--- src/rtl/mem_bus_arbiter.sv ---
// Two-requester round-robin arbiter for a picorv32-style native memory bus.
// Latency: one arbitration cycle in IDLE, then request/response pass straight
//   through combinationally while a requester owns the bus.
// Backpressure: one transaction outstanding; the losing requester waits with
//   ready low, and a watchdog ends stalled slave accesses with an error reply.
//
// Ports:
//   clk, reset            - clock and synchronous active-high reset
//   m0_* / m1_*           - requester buses (valid, addr, wdata, wstrb -> rdata, ready)
//   s_*                   - slave bus towards the memory / MMIO decode block
//   grant                 - one-hot current owner, 00 when idle
//   timeout_err           - one-cycle pulse when the watchdog terminates an access
module mem_bus_arbiter #(
  parameter int          TIMEOUT  = 64,
  parameter logic [31:0] ERR_DATA = 32'hDEAD_BEEF,
  parameter int          CNT_W    = 8
) (
  input  logic        clk,
  input  logic        reset,
  input  logic        m0_valid,
  input  logic [31:0] m0_addr,
  input  logic [31:0] m0_wdata,
  input  logic [3:0]  m0_wstrb,
  output logic [31:0] m0_rdata,
  output logic        m0_ready,
  input  logic        m1_valid,
  input  logic [31:0] m1_addr,
  input  logic [31:0] m1_wdata,
  input  logic [3:0]  m1_wstrb,
  output logic [31:0] m1_rdata,
  output logic        m1_ready,
  output logic        s_valid,
  output logic [31:0] s_addr,
  output logic [31:0] s_wdata,
  output logic [3:0]  s_wstrb,
  input  logic [31:0] s_rdata,
  input  logic        s_ready,
  output logic [1:0]  grant,
  output logic        timeout_err
);

  localparam logic [1:0] IDLE  = 2'd0;
  localparam logic [1:0] BUSY0 = 2'd1;
  localparam logic [1:0] BUSY1 = 2'd2;

  // Watchdog value at which the access is terminated; unused when TIMEOUT is 0.
  localparam logic [CNT_W-1:0] WD_LAST = (TIMEOUT == 0) ? '0 : CNT_W'(TIMEOUT - 1);
  localparam logic [CNT_W-1:0] WD_MAX  = '1;
  localparam logic             WD_ON   = (TIMEOUT != 0);

  logic [1:0]       state, state_nxt;
  logic             last, last_nxt;
  logic [CNT_W-1:0] wd;

  logic        busy;
  logic        own1;
  logic        cur_valid;
  logic        expire;
  logic        resp_ready;
  logic [31:0] resp_data;

  // Outputs are gated by reset so nothing leaks out during the reset cycle,
  // even if the state register still holds a busy state.
  assign busy      = !reset && (state == BUSY0 || state == BUSY1);
  assign own1      = (state == BUSY1);
  assign cur_valid = own1 ? m1_valid : m0_valid;
  // s_ready in the expiry cycle wins: the access completes normally.
  assign expire    = busy && WD_ON && cur_valid && !s_ready && (wd == WD_LAST);

  assign resp_ready = s_ready || expire;
  assign resp_data  = expire ? ERR_DATA : s_rdata;

  always_comb begin
    s_valid     = 1'b0;
    s_addr      = '0;
    s_wdata     = '0;
    s_wstrb     = '0;
    m0_ready    = 1'b0;
    m0_rdata    = '0;
    m1_ready    = 1'b0;
    m1_rdata    = '0;
    grant       = 2'b00;
    timeout_err = 1'b0;
    if (busy) begin
      s_valid     = cur_valid && !expire;
      s_addr      = own1 ? m1_addr  : m0_addr;
      s_wdata     = own1 ? m1_wdata : m0_wdata;
      s_wstrb     = own1 ? m1_wstrb : m0_wstrb;
      timeout_err = expire;
      if (own1) begin
        grant    = 2'b10;
        m1_ready = resp_ready;
        m1_rdata = resp_data;
      end else begin
        grant    = 2'b01;
        m0_ready = resp_ready;
        m0_rdata = resp_data;
      end
    end
  end

  always_comb begin
    state_nxt = state;
    last_nxt  = last;
    case (state)
      IDLE: begin
        // On a tie the requester that was not served last wins.
        if (m0_valid && (!m1_valid || last)) begin
          state_nxt = BUSY0;
        end else if (m1_valid) begin
          state_nxt = BUSY1;
        end
      end
      BUSY0, BUSY1: begin
        if (s_ready || expire) begin
          state_nxt = IDLE;
          last_nxt  = own1;
        end else if (!cur_valid) begin
          // Requester withdrew without a response: abandon, fairness untouched.
          state_nxt = IDLE;
        end
      end
      default: state_nxt = IDLE;
    endcase
  end

  always_ff @(posedge clk) begin
    if (reset) begin
      state <= IDLE;
      last  <= 1'b1;
      wd    <= '0;
    end else begin
      state <= state_nxt;
      last  <= last_nxt;
      // Held at zero while idle so every access starts counting from zero;
      // saturates rather than wrapping when the watchdog is disabled.
      if (state == IDLE || state_nxt == IDLE) begin
        wd <= '0;
      end else if (wd != WD_MAX) begin
        wd <= wd + 1'b1;
      end
    end
  end

endmodule

--- config.mk ---
export PLATFORM = sky130hd
export DESIGN_NAME = mem_bus_arbiter
export DESIGN_NICKNAME = d
export VERILOG_FILES = /design/src/rtl/mem_bus_arbiter.sv
export SDC_FILE = /design/constraint.sdc
export NUM_CORES = 1
export LEC_CHECK = 0
export CORE_AREA = 2 2 122 124
export CTS_BUF_LIST = sky130_fd_sc_hd__clkbuf_16
export CTS_CLUSTER_DIAMETER = 120
export DETAILED_ROUTE_END_ITERATION = 7
export DIE_AREA = 0 0 124 126
export SETUP_SLACK_MARGIN = 0.2
export SLEW_MARGIN = 30
export SYNTH_ARGS = -nofsm -noshare
export SYNTH_HDL_FRONTEND = slang
export SYNTH_SLANG_ARGS = --single-unit
--- constraint.sdc ---
create_clock -name clk -period 7.71 [get_ports clk]
set_clock_uncertainty 0.1 [all_clocks]
set_input_delay 2.313 -clock clk [delete_from_list [all_inputs] [get_ports clk]]
set_output_delay 2.313 -clock clk [all_outputs]
set_load 0.02 [all_outputs]
==> summary.txt, run 1 <==
Global routing
  • GRT Overall Usage: 15.3%
  • Pin count of the biggest net entering global routing: 70
  • Initial antenna violation count: 1
  • First-pass GRT wire length: 18.1 mm
  • GR Overflow Total: 0
  • Vias in the first global route: 3214

Cells and area
  • # diodes: 0
  • Most common cell after layout, fill and taps aside: clkdlybuf4s50_1
  • Nets: 734
  • Commonest cells after routing, fill and taps aside: clkdlybuf4s50_1, nor2_1, a22o_1
  • Multi-input logic area: 1390 um^2
  • Layout Cells excl Fill: 740
  • Register area: 220 um^2
  • Synthesis-to-layout area growth: 200%
  • Layout cells sized above 1: 2.34%
  • Fillcell total: 1487

Yosys
  • Mapped Cells: 258
  • Seq cells post-synth: 11
  • Post-Synth XOR/XNOR Area: 0.514%
  • Post-synthesis mux area share: 1.76%
  • Synth Area in Simple Gates: 35.7%
  • Post-synthesis sequential area ratio: 12.9%
  • Synth Area in Compound Gates: 40.0%
  • Fraction of the mapped netlist area in adder cells: 2.93%
  • Top post-synthesis cells by area: a22o_1, nor2_1, dfxtp_1
  • Mapped Area: 1710 um^2
  • Share of the synthesized area in the top cell type: 34.9%
  • Cell taking the most area after synthesis: a22o_1
  • Synth Area per Inst: 6.61 um^2
  • Yosys Warn Count: 0
  • Synth cell types: 34
  • Largest family of logic cells by synthesized area: compound AO/OA/AOI/OAI gates
  • Post-synthesis net count: 435

Floorplan
  • Top Ports: 311
  • Die width: 124 um
  • Die H: 126 um
  • Initial core utilization: 11.9%
  • Core region area: 14300 um^2
  • Cell Rows: 44
  • Die area: 15600 um^2

Clock tree
  • CTS Sinks: 11
  • Worst-skew pair later-pin latency: 0.24 ns
  • Post-CTS Hold Fix Bufs: 0
  • Post-CTS sizing: 0
  • CTS H-tree lvls: 1
  • Root Buffer Master: clkbuf_16
  • Max Buffers Root-to-Sink: 2
  • Worst-path clk slew: 0.04 ns
  • CTS tree: done
  • Total CTS buffers: 3
  • # Post-CTS Setup Buffers: 0

STA
  • Crit path time final: 7.36 ns
  • TNS Setup: 0 ns
  • Finish-stage setup viols: 0
  • Slew HR: 53.4%
  • Hold_ws: 0.425 ns
  • Final worst-path cycle share: 95.4%
  • Final hold vios: 0
  • Peak Freq: 136 MHz
  • Max Slew Vio Count: 0
  • Measured slew at the worst slew-check pin: 0.698 ns
  • Unrepaired setup endpoints after global routing: no

Drt
  • Routed wire per std cell: 18.0 um
  • Routed Antenna Nets: 0
  • Via density: 4.38
  • Aggregate routed wire length: 13.3 mm
  • First-pass DRT Iterations: 4
  • Initial drt markers: 177
  • Via count: 3243
  • DRC violations left: 0

Placement
  • DP HPWL: 11.3 mm
  • Final weighted congestion in routability-driven placement: 0.795
  • Placed insts: 736
  • Port bufs: 310

Worst hold path
  • Min-Delay Path Depth: 2
  • Worst hold path type: flop to flop

Critical path
  • Critical path cell sequence: clkdlybuf4s50_1 > or4b_1 > nor4_4 > buf_4 > nor2_1 > nor2_1 > clkdlybuf4s50_1
  • WS Path Type: input port to output port
  • Worst path max stage delay: 0.65 ns
  • CP Max Fanout: 27
  • Critical path launch point type: input port
  • Crit end category: output port
  • Register-to-Register Path Depth: 6
  • Crit-path slowest cell: clkdlybuf4s50_1
  • Critical Path RT: 5.30 ns
  • WP data arrival: 4.94 ns

Pwr
  • Clk network pwr share: 19.2%
  • Seq pwr share: 12.6%
  • Sw frac: 35.8%
  • Peak VDD IR: 0.0000621 V
  • Internal power: 0.310 mW
  • Psw: 0.173 mW
  • Lkg Pwr: 1.90 nW
  • Power share of the combinational group: 68.2%
  • Power per Cell Area: 94.4 nW/um^2

Run status
  • Status: finished clean

Job
  • Max Cap Viol: 0
-- per-layer routing --
layer / GRT usage [%] / vias to the layer above / routed length, um
met1: 15.0 / 1487 / 4530
li1: - / 1543 / -
met4: 2.58 / 0 / 144
met5: 0 / - / 0
met3: 8.51 / 14 / 2110
met2: 28.2 / 199 / 6510
-- flip-flops by register name, indices dropped and copies added, names as in the netlist --
| name | count |
|---|---|
| wd | 8 |
| state | 2 |
| last | 1 |
-- stage by stage --
step / utilization, % / worst slack, ns / cell area (um^2) / power, mW
6_report: 35.8 / 0.353 / 5120 / 0.483
5_1_grt: 35.8 / 0.244 / 5120 / 0.508
2_1_floorplan: - / 1.53 / 1710 / 0.187
3_5_place_dp: 35.2 / 0.336 / 5040 / 0.391
4_1_cts: 35.8 / 0.334 / 5120 / 0.487
3_3_place_gp: 35.2 / 0.393 / 5040 / 0.390
-- cells in the mapped netlist --
cell type	count
mux2i_1	3
and4b_1	1
ha_1	4
a22o_1	68
a32oi_1	2
buf_2	3
clkinv_1	2
or4b_1	1
buf_4	1
nor4bb_1	1
nor4_2	1
nand3_1	4
nand2b_1	2
inv_1	2
xor2_1	1
o21ai_0	2
or2_2	1
nand4_1	1
and3_1	3
a41oi_1	1
nor3b_1	2
o2111ai_1	1
a31oi_1	3
nor3_1	8
dfxtp_1	11
and2_1	16
clkbuf_1	16
nor2b_1	1
a21oi_1	1
nand2_1	6
a2bb2oi_1	1
nor2_1	85
o2bb2ai_1	1
buf_1	2
-- worst paths after layout --
kind | startpoint | slack [ns] | to
max | s_ready | 0.35 | m0_rdata[3]
min | last$_SDFFE_PP1P_ | 0.43 | last$_SDFFE_PP1P_
max reg2reg | state[0]$_SDFF_PP0_ | 5.53 | wd[2]$_SDFFE_PP0P_
min reg2reg | last$_SDFFE_PP1P_ | 0.43 | last$_SDFFE_PP1P_
-- critical path: cells and delay by family --
kind / cells / cell delay [ns]
AND/OR/NAND/NOR: 4 / 1.15
buffers and inverters: 3 / 1.45
-- power groups by stage --
stage	sequential, mW	clock (mW)	combinational, mW
2_1_floorplan	0.0614	0	0.126
3_3_place_gp	0.0617	0	0.329
3_5_place_dp	0.0619	0	0.329
4_1_cts	0.0609	0.0946	0.332
5_1_grt	0.0612	0.0966	0.350
6_report	0.0610	0.0926	0.330
-- logic make-up (layout without fill, tap and decap cells) --
group | Yosys count | after routing
compound gates | 80 | 80
xor+xnor | 1 | 1
fa+ha+maj | 4 | 4
buf+inv | 26 | 324
flops | 11 | 11
mux | 3 | 3
simple gates | 133 | 133
-- layout make-up --
| cell class | instances | area share (%) |
|---|---|---|
| Clock inverter | 1 | 0.0733 |
| Sequential cell | 11 | 4.30 |
| Tap cell | 184 | 4.50 |
| Multi-Input combinational cell | 221 | 27.1 |
| Timing Repair Buffer | 316 | 62.2 |
| Inverter | 4 | 0.293 |
| Clock buffer | 3 | 1.47 |
Note: power is estimated with default switching activity, not from simulation.
==> run 2, diff against run 1 <==
- PLACE_DENSITY: not set -> 0.63
==> summary.txt, run 2 (same netlist as run 1, synthesis figures left out) <==
Clock tree
  • Worst-path clk slew: 0.04 ns
  • Post-CTS sizing: 0
  • # Post-CTS Setup Buffers: 0
  • CTS tree: done
  • CTS Sinks: 11
  • Total CTS buffers: 3
  • Max Buffers Root-to-Sink: 2
  • CTS H-tree lvls: 1
  • Worst-skew pair later-pin latency: 0.24 ns
  • Root Buffer Master: clkbuf_16
  • Post-CTS Hold Fix Bufs: 0

Drt
  • Via count: 3188
  • Aggregate routed wire length: 12.6 mm
  • DRC violations left: 0
  • Via density: 4.30
  • Routed wire per std cell: 17.0 um
  • Routed Antenna Nets: 0
  • Initial drt markers: 127
  • First-pass DRT Iterations: 4

Cells and area
  • Fillcell total: 1440
  • Number of flip-flops in the largest register: 8
  • # diodes: 0
  • Most common cell after layout, fill and taps aside: clkdlybuf4s50_1
  • Commonest cells after routing, fill and taps aside: clkdlybuf4s50_1, nor2_1, a22o_1
  • Layout cells sized above 1: 4.84%
  • Nets: 736
  • Most flops, register: wd
  • Synthesis-to-layout area growth: 202%
  • Layout Cells excl Fill: 742
  • Largest regs: wd (8), state (2), last (1)

Placement
  • Final weighted congestion in routability-driven placement: 0.788
  • Port bufs: 310
  • Pre-CTS WS: 0.548 ns
  • DP HPWL: 10.7 mm
  • Placed insts: 738

Floorplan
  • Top Ports: 311
  • Die width: 124 um
  • Cell Rows: 44
  • Initial core utilization: 11.9%
  • Die H: 126 um
  • Die area: 15600 um^2
  • Core region area: 14300 um^2

STA
  • Measured slew at the worst slew-check pin: 0.679 ns
  • Final worst-path cycle share: 92.7%
  • Final hold vios: 0
  • Setup WS post-layout: 0.562 ns
  • Peak Freq: 140 MHz
  • Slew HR: 54.7%
  • Crit path time final: 7.15 ns
  • Hold_ws: 0.431 ns
  • Finish-stage setup viols: 0
  • TNS Setup: 0 ns
  • Unrepaired setup endpoints after global routing: no
  • Max Slew Vio Count: 0

Critical path
  • Critical Path RT: 5.30 ns
  • RR Endpoint: wd[3]$_SDFFE_PP0P_
  • Register-to-Register Path Depth: 6
  • Worst Setup EP: m0_rdata[28]
  • WS Path Type: input port to output port
  • CP Max Fanout: 18
  • Critical path launch point type: input port
  • Launch point of the worst path: s_ready
  • FF-to-FF setup slack: 5.47 ns
  • Crit end category: output port
  • WP data arrival: 4.74 ns
  • FF-to-FF Start: state[0]$_SDFF_PP0_

Pwr
  • Sw frac: 35.2%
  • Clk network pwr share: 19.2%
  • Peak VDD IR: 0.0000680 V
  • Psw: 0.170 mW
  • Seq pwr share: 12.7%
  • Power share of the combinational group: 68.1%
  • Power per Cell Area: 93.6 nW/um^2
  • Internal power: 0.313 mW
  • Lkg Pwr: 1.94 nW

Global routing
  • First-pass GRT wire length: 17.5 mm
  • GR Overflow Total: 0
  • Initial antenna violation count: 1
  • Vias in the first global route: 3112
  • Pin count of the biggest net entering global routing: 70
  • GRT Overall Usage: 14.5%

Job
  • Max Cap Viol: 0

Run status
  • Status: finished clean

Worst hold path
  • Worst hold path type: flop to flop
-- run 2: changes by cell type in the layout (fill, tap and decap cells not counted) --
| cell | previous run | this run |
|---|---|---|
| clkdlybuf4s50_1 | 310 | 298 |
| buf_4 | 3 | 13 |
| buf_12 | 3 | 7 |
-- run 2: worst min-delay path by stage --
stage | endpoint | from | cells after the start | slack, ns
4_1_cts | last$_SDFFE_PP1P_ | last$_SDFFE_PP1P_ | 2 | 0.44
2_1_floorplan | last$_SDFFE_PP1P_ | last$_SDFFE_PP1P_ | 2 | 0.38
3_3_place_gp | wd[1]$_SDFFE_PP0P_ | wd[1]$_SDFFE_PP0P_ | 2 | 0.40
3_5_place_dp | wd[1]$_SDFFE_PP0P_ | wd[1]$_SDFFE_PP0P_ | 2 | 0.42
6_report | last$_SDFFE_PP1P_ | last$_SDFFE_PP1P_ | 2 | 0.43
5_1_grt | last$_SDFFE_PP1P_ | last$_SDFFE_PP1P_ | 2 | 0.46
-- run 2: area by class of cell --
cell class | count | area [um^2] | share of cell area, %
Clock inverter | 1 | 3.75 | 0.0728
Timing Repair Buffer | 318 | 3220 | 62.5
Clock buffer | 3 | 75.1 | 1.46
Multi-Input combinational cell | 221 | 1390 | 26.9
Tap cell | 184 | 230 | 4.47
Inverter | 4 | 15.0 | 0.291
Sequential cell | 11 | 220 | 4.27
-- run 2: layer usage --
layer  share of wire, %  wire length [um]  global-route usage (%)
met5              0.087                11                       0
met3                 13              1630                    6.93
met2                 50              6340                    26.5
met4               0.89               112                    1.65
met1                 36              4550                    15.6
-- run 2: stage by stage --
stage	power, mW	utilization (%)	cell area (um^2)
3_3_place_gp	0.389	35.5	5070
3_5_place_dp	0.392	35.5	5070
4_1_cts	0.488	36.0	5150
5_1_grt	0.510	36.0	5150
6_report	0.482	36.0	5150
2_1_floorplan	0.187	-	1710
-- run 2: critical path: stages --
cell and delay [ns]:
clkdlybuf4s50_1 0.45, or4b_1 0.55, nor4_4 0.31, buf_4 0.29
nor2_1 0.09, nor2_1 0.11, clkdlybuf4s50_1 0.62
-- run 2: power groups by stage --
stage	sequential (mW)	combinational [mW]	clock, mW
global placement	0.0617	0.328	0
global route	0.0613	0.350	0.0988
detailed placement	0.0621	0.330	0
floorplan	0.0614	0.126	0
CTS	0.0611	0.332	0.0953
finish	0.0612	0.328	0.0927
